### config.mk
export PLATFORM = sky130hd
export DESIGN_NAME = muldiv_ctrl
export DESIGN_NICKNAME = d
export VERILOG_FILES = /design/src/rtl/muldiv_ctrl.sv
export SDC_FILE = /design/constraint.sdc
export NUM_CORES = 2
export LEC_CHECK = 0
export ABC_AREA = 0
export BUFFER_PORTS_ARGS = -buffer_cell sky130_fd_sc_hd__buf_2
export CAP_MARGIN = 20
export CORE_MARGIN = 2
export CORE_UTILIZATION = 50
export CTS_CLUSTER_SIZE = 30
export DETAILED_ROUTE_END_ITERATION = 6
export PLACE_DENSITY = 0.66
export SLEW_MARGIN = 30
export SYNTH_ARGS = -nofsm -noshare
export SYNTH_HDL_FRONTEND = slang
export SYNTH_SLANG_ARGS = --single-unit
export TNS_END_PERCENT = 5
### constraint.sdc
create_clock -name clk -period 12.15 [get_ports clk]
set_clock_uncertainty 0.15 [all_clocks]
set_input_delay 1.8225 -clock clk [delete_from_list [all_inputs] [get_ports clk]]
set_output_delay 1.8225 -clock clk [all_outputs]
set_load 0.005 [all_outputs]
### src/rtl/muldiv_ctrl.sv
// muldiv_ctrl: iterative MIPS multiply/divide sequencer owning HI/LO; stalls the pipe while busy.
// Define HILO_FWD_EN to bypass accepted MTHI/MTLO data straight onto hi_o/lo_o.
module muldiv_ctrl #(
    parameter int DIV_CYCLES = 32
) (
    input  logic        clk,
    input  logic        resetn,
    input  logic        start_mult,
    input  logic        start_div,
    input  logic        signed_op,
    input  logic [31:0] opa,
    input  logic [31:0] opb,
    input  logic        flush,
    input  logic [1:0]  hilo_we,
    input  logic [31:0] hilo_wdata,
    output logic        stall,
    output logic        busy,
    output logic        done,
    output logic [31:0] hi_o,
    output logic [31:0] lo_o
);
    localparam int CW = $clog2(DIV_CYCLES);
    typedef enum logic [1:0] {IDLE, MUL, DIV, FIX} state_t;
    state_t state, state_nx;
    logic [31:0] hi, lo, a, b, rem, quot, rem_nx, quot_nx, abs_a, abs_b;
    logic [63:0] prod;
    logic [32:0] shl, sub;
    logic [CW-1:0] cnt;
    logic sgn, qsign, rsign, idle, go, div_zero, we_ok, last, ge;
    always_comb begin
        idle     = state == IDLE;
        div_zero = idle && start_div && !start_mult && !flush && opb == 32'd0;
        go       = idle && !flush && (start_mult || (start_div && opb != 32'd0));
        we_ok    = idle && !start_mult && !start_div;
        done     = ((state == MUL || state == FIX) && !flush) || div_zero;
        busy     = !idle;
        stall    = go || (busy && !done && !flush);
        last     = cnt == CW'(DIV_CYCLES - 1);
        abs_a    = (signed_op && opa[31]) ? -opa : opa;
        abs_b    = (signed_op && opb[31]) ? -opb : opb;
        // Low 64 bits of the sign/zero-extended product equal the exact 33x33 result.
        prod     = {{32{sgn & a[31]}}, a} * {{32{sgn & b[31]}}, b};
        shl      = {rem, quot[31]};
        sub      = shl - {1'b0, b};
        ge       = shl >= {1'b0, b};
        rem_nx   = ge ? sub[31:0] : shl[31:0];
        quot_nx  = {quot[30:0], ge};
        state_nx = flush ? IDLE
                 : idle ? (start_mult ? MUL : (start_div && opb != 32'd0) ? DIV : IDLE)
                 : (state == MUL || state == FIX) ? IDLE
                 : last ? FIX : DIV;
    end
    always_ff @(posedge clk) begin
        if (!resetn) begin
            state <= IDLE;
            hi    <= '0;
            lo    <= '0;
            a     <= '0;
            b     <= '0;
            rem   <= '0;
            quot  <= '0;
            cnt   <= '0;
            sgn   <= 1'b0;
            qsign <= 1'b0;
            rsign <= 1'b0;
        end else begin
            state <= state_nx;
            if (go && start_mult) begin
                a   <= opa;
                b   <= opb;
                sgn <= signed_op;
            end else if (go) begin
                b     <= abs_b;
                quot  <= abs_a;
                rem   <= '0;
                cnt   <= '0;
                qsign <= signed_op & (opa[31] ^ opb[31]);
                rsign <= signed_op & opa[31];
            end
            if (state == DIV) begin
                rem  <= rem_nx;
                quot <= quot_nx;
                cnt  <= cnt + 1'b1;
            end
            if (div_zero) begin
                hi <= opa;
                lo <= '1;
            end else if (state == MUL && !flush) begin
                hi <= prod[63:32];
                lo <= prod[31:0];
            end else if (state == FIX && !flush) begin
                hi <= rsign ? -rem : rem;
                lo <= qsign ? -quot : quot;
            end else if (we_ok) begin
                if (hilo_we[1]) hi <= hilo_wdata;
                if (hilo_we[0]) lo <= hilo_wdata;
            end
        end
    end
`ifdef HILO_FWD_EN
    assign hi_o = (we_ok && hilo_we[1]) ? hilo_wdata : hi;
    assign lo_o = (we_ok && hilo_we[0]) ? hilo_wdata : lo;
`else
    assign hi_o = hi;
    assign lo_o = lo;
`endif
endmodule

# [Word-level counts from Yosys, hierarchy flattened]
# Cells that the tools add are included.
[totals] ff_bits=202 in_bits=104 wordCells=101
[classes] n_addsub=6 n_mul=1 n_lt_le_gt_ge=1 n_eq_ne=5 n_mux=31 bitwise=7 reduce_logical=39
[op_table] op="$mux W32" n=23
[op_table] op="$neg A32 Y32" n=4
[op_table] op="$mul A33 B33 Y64" n=1
[op_table] op="$ge A33 B32 Y1" n=1
[op_table] op="$logic_not A32 Y1" n=1
[op_table] op="$reduce_bool A32 Y1" n=1
[op_table] op="$sub A32 B32 Y32" n=1
[op_table] op="$logic_and A1 B1 Y1" n=17
[op_table] op="$mux W5" n=3
[op_table] op="$reduce_bool A4 Y1" n=3
[op_table] op="$mux W2" n=4
[op_table] op="$reduce_and A2 Y1" n=4
[op_table] op="$add A5 B1 Y5 const B" n=1
[op_table] op="$eq A5 B5 Y1 const B" n=1
[op_table] op="$logic_not A1 Y1" n=5
[op_table] op="$and A1 B1 Y1" n=4
[op_table] op="$eq A2 B2 Y1 const B" n=2
[op_table] op="$logic_or A1 B1 Y1" n=4
[op_table] op="$reduce_bool A2 Y1" n=2
[op_table] op="$eq A2 B1 Y1 const B" n=1
[op_table] op="$logic_not A2 Y1" n=1
[op_table] op="$ne A2 B1 Y1 const B" n=1
[op_table] op="$not A1 Y1" n=2
[op_table] op="$reduce_or A2 Y1" n=1
[op_table] op="2 further kinds" n=2

# [Depth between registers and ports, before layout]
[logic_depth] depth_word=10 depth_mapped=32 ltp_nobuf=29

# [Least setup slack after synthesis]
# No wires, ideal clock.
[synth_timing] path_type="reg-to-reg" startpoint="register a[31]" endpoint="register hi[30], in the netlist hi_o[30]" arrival_time_ps=7995 required_ps=11868 slack_ps=3873 stages_incl_launch_ff=30 path_buffers=2 path_cell_list="dfxtp_1 clkbuf_1 and2_1 clkbuf_1 nand2_1 inv_1 fa_1 fa_1 fa_1 inv_1 fa_1 inv_1 fa_1 fa_1 fa_1 inv_1 fa_1 inv_1 ha_1 nand2_1 nor2_1 a221o_1 a221o_1 a311oi_1 o41ai_1 a31oi_1 o21ai_0 a21oi_1 mux2i_1 a21oi_1"
[synth_between] elab_chain_cells=4
[synth_lines] element="start, declared" line_no="25" source="logic [31:0] hi, lo, a, b, rem, quot, rem_nx, quot_nx, abs_a, abs_b;"
[synth_lines] element="start signal, assigned" line_no="69" source="a <= opa;"
[synth_lines] element="$and A1 B1 Y1" line_no="42" source="prod = {{32{sgn & a[31]}}, a} * {{32{sgn & b[31]}}, b};"
[synth_lines] element="$mul A33 B33 Y64 (*)" line_no="42"
[synth_lines] element="$mux W32 (*)" line_no="88" source="end else if (state == MUL && !flush) begin"
[synth_lines] element="$mux W32 (*)" line_no="85" source="if (div_zero) begin"
[synth_lines] element="end signal, assigned" line_no="86" source="hi <= opa;"
[synth_lines] element="end signal, assigned" line_no="89" source="hi <= prod[63:32];"
[synth_lines] element="end signal, assigned" line_no="92" source="hi <= rsign ? -rem : rem;"
[synth_lines] element="end, declared" line_no="25"
# Mark *: on every way between the ends. The rest lies on a longest branch, timed or not.
# A chain may end at the register's enable or synchronous reset.

# [Final worst setup path]
[layout_timing] startpoint="register a[31]" endpoint="register hi[31], in the netlist hi_o[31]"
# Same word-level chain as after synthesis.

==> reports/metrics.csv <==
stage;metric;value;unit
run_status;status;complete, no violations;
layout;multi_input_area;41000;um^2
worst_setup_path;max_stage_delay;0.85;ns
logic_synthesis;yosys_register_bits;202;
logic_synthesis;synth_edf_count;0;
logic_synthesis;ys_warn_count;0;
routing;wire_per_inst;21.3;um
routing;drc;0;
logic_synthesis;synth_area;50800;um^2
logic_synthesis;ys.flop_type;dfxtp_1;
routing;viasPerCell;5.58;
grt;grt_pass1_vias;42052;
timing;setup_tns;0;ns
worst_setup_path;end_kind;flip-flop;
layout;fin_nets;7341;
worst_setup_path;crit_type;reg -> reg;
layout;final_cell_count_no_fill;7240;
die;dieArea;104000;um^2
clock_network;h-tree-depth;1;
worst_setup_path;startpoint;a[31]$_SDFFE_PN0P_;
timing;timing.final.max_slew_violations;0;
grt;gr-total-overflow;0;
layout;drive_above_1_share;0.0599;
clock_network;clk_path_buf_depth;3;
logic_synthesis;syn_inst;5947;
layout;nFillCells;9579;
timing;report.final.hold_viol_count;0;
clock_network;cts_tree;yes;
routing;drtIter0Drc;3297;
layout;design_area;53400;um^2
timing;worst_pin_slew;1.04;ns
layout;regArea;4060;um^2
place;place_area;52600;um^2
die;io_pins;171;
worst_setup_path;cp-start-kind;flip-flop;
timing;period_needed;9.71;ns
routing;routed_wl;154000;um
grt;grt_antenna_before_repair;13;
place;io_buffers;170;
worst_setup_path;r2r_end;hi_o[31]$_SDFFE_PN0P_;
worst_setup_path;crit_arrival;10.04;ns
logic_synthesis;ys_seq_area_frac;0.0795;
routing;firstDrtPassIters;6;
timing;setup-violations-final;0;
clock_network;clock-sinks;202;
clock_network;ctsHoldBuffers;0;
grt;grt_pass1_wl;243000;um
worst_setup_path;timing.rr.start;a[31]$_SDFFE_PN0P_;
timing;rsz0062_at_grt;no;
logic_synthesis;synth_nets;7427;
timing;max_freq;103;MHz
routing;ant_nets;0;
clock_network;cts_resized;0;
pwr;irDropWorstVdd;0.0956;mV
clock_network;path_clk_slew;0.07;ns
worst_setup_path;slowest_stage;fa_1;
pwr;p_per_area;59.2;nW/um^2
die;die_h;323;um
grt;grt_max_degree;72;
timing;maxSlewHeadroom;0.306;
min_path;holdCritPathClass;reg -> reg;
clock_network;clock-root-buffer;clkbuf_16;
die;start_util;0.506;
worst_setup_path;crit_fanout;13;
place;gp_congestion;1.02;
die;die_x;323;um
worst_setup_path;r2r_slack;2.44;ns
die;core_area;100000;um^2
logic_synthesis;yosys.cell_types.count;86;
worst_setup_path;required;12.48;ns
timing;post-route-period-util;0.799;
pwr;leakagePower;25.5;nW
worst_setup_path;crit_path_end;hi_o[31]$_SDFFE_PN0P_;
worst_setup_path;worst_path_most_repeated_cell;fa_1;
place;hpwlAfterDp;123000;um
clock_network;clock_latency;0.56;ns
logic_synthesis;synthArstFlopShare;0;
die;rows;116;
layout;synthToLayoutAreaGrowth;5.03;%
clock_network;cts_inserted_buffers;22;
place;place_inst;7194;
routing;dr_total_vias;40396;
flow_run;maxCapViolCount;0;
clock_network;post_cts_buffers;0;
logic_synthesis;syn_area_per_cell;8.55;um^2
grt;track_usage;0.305;
worst_setup_path;r2r_cells;28;
[cell usage after synthesis (91+ instances only)]
cell type  instances  share of area
clkbuf_1         335          0.025
ha_1             250          0.062
nand2_1          999          0.074
a21oi_1          257          0.025
inv_1           1176          0.087
xor2_1            91          0.016
nor2_1           228          0.017
fa_1            1126           0.44
xnor2_1          128          0.022
o21ai_0          169          0.017
and2_1           354          0.044
dfxtp_1          202          0.080
[through the flow]
step                hold WS [ns]  utilization  setup slack [ns]  power [mW]
detailed placement         0.297        0.524              2.58        2.39
global route               0.324        0.532              1.92        3.34
finish                     0.304        0.532              2.44        3.16
CTS                        0.306        0.532              2.51        3.14
global placement           0.292        0.524              2.77        2.38
floorplan                  0.302            -              3.87        1.79
[registers in the layout, summed over array words and instances, names as in the netlist]
signal and count:
a 32, b 32, lo_o 32, hi_o 32, rsign 1, state 2, qsign 1, quot 32
rem 32, cnt 5, sgn 1
[metal layers]
layer  up-vias  GRT usage  part of all wire
li1      17878          -                 -
met1     20698      0.415              0.41
met2      1510      0.487              0.46
met3       302     0.0636             0.086
met4         8     0.0992             0.038
met5         -          0           0.00063
[where the power goes]
group	leakage (nW)	switching (mW)	internal (mW)
Clock	0.365	0.342	0.405
Sequential	1.66	0.0619	0.699
Combinational	23.4	1.10	0.554
Total	25.5	1.50	1.66
[cell type report]
| class | count | share of cell area |
|---|---|---|
| Clock buffer | 27 | 0.0114 |
| Clock inverter | 11 | 0.00281 |
| Inverter | 1177 | 0.0828 |
| Timing Repair Buffer | 251 | 0.0274 |
| Multi-Input combinational cell | 4207 | 0.767 |
| Antenna cell | 8 | 0.000375 |
| Tap cell | 1357 | 0.0318 |
| Sequential cell | 202 | 0.0760 |
[worst min path at each step]
stage                             start                   to  cells after the start
floorplan           cnt[4]$_SDFFE_PN0P_  cnt[4]$_SDFFE_PN0P_                      2
global placement      a[8]$_SDFFE_PN0P_    a[8]$_SDFFE_PN0P_                      2
detailed placement    a[7]$_SDFFE_PN0P_    a[7]$_SDFFE_PN0P_                      2
CTS                   a[7]$_SDFFE_PN0P_    a[7]$_SDFFE_PN0P_                      2
global route         a[19]$_SDFFE_PN0P_   a[19]$_SDFFE_PN0P_                      2
finish               a[20]$_SDFFE_PN0P_   a[20]$_SDFFE_PN0P_                      2
[logic make-up (layout without fill, tap and decap cells)]
group                    Yosys count  in the layout  share of synthesized area
XOR/XNOR                         219            219                     0.0377
multiplexers                      15             15                    0.00295
adder cells (fa/ha/maj)         1376           1376                      0.505
flip-flops                       202            202                     0.0795
other                              0              8                          0
AO/OA/AOI/OAI                    771            771                     0.0956
buffers and inverters           1538           1466                      0.115
AND/OR/NAND/NOR                 1826           1826                      0.164
[layout by cell type (no fill, tap or decap), drive strengths merged, types with 14 or more instances in the layout]
master     n
inv     1177
o41ai     15
o211ai    44
or3       24
o21ai    173
o31ai     29
nor2     228
a211oi    62
or4       14
and2     356
o22ai     15
and3      36
fa      1126
xnor2    128
a21oi    257
nor3      42
ha       250
mux2i     15
clkbuf    27
a21o      37
nand2   1000
a31oi     14
xor2      91
o21bai    16
o21a      19
nand3     38
buf      251
nand4     18
or2       19
nand2b    18
dfxtp    202
[critical path: cells and delay by family, from the launching register on]
family,cells,cell delay (ns)
flops,1,0.34
xor+xnor,1,0.17
simple gates,7,1.98
compound gates,4,1.18
fa+ha+maj,9,4.71
buf+inv,7,1.06
Note: power is estimated with default switching activity, not from simulation.
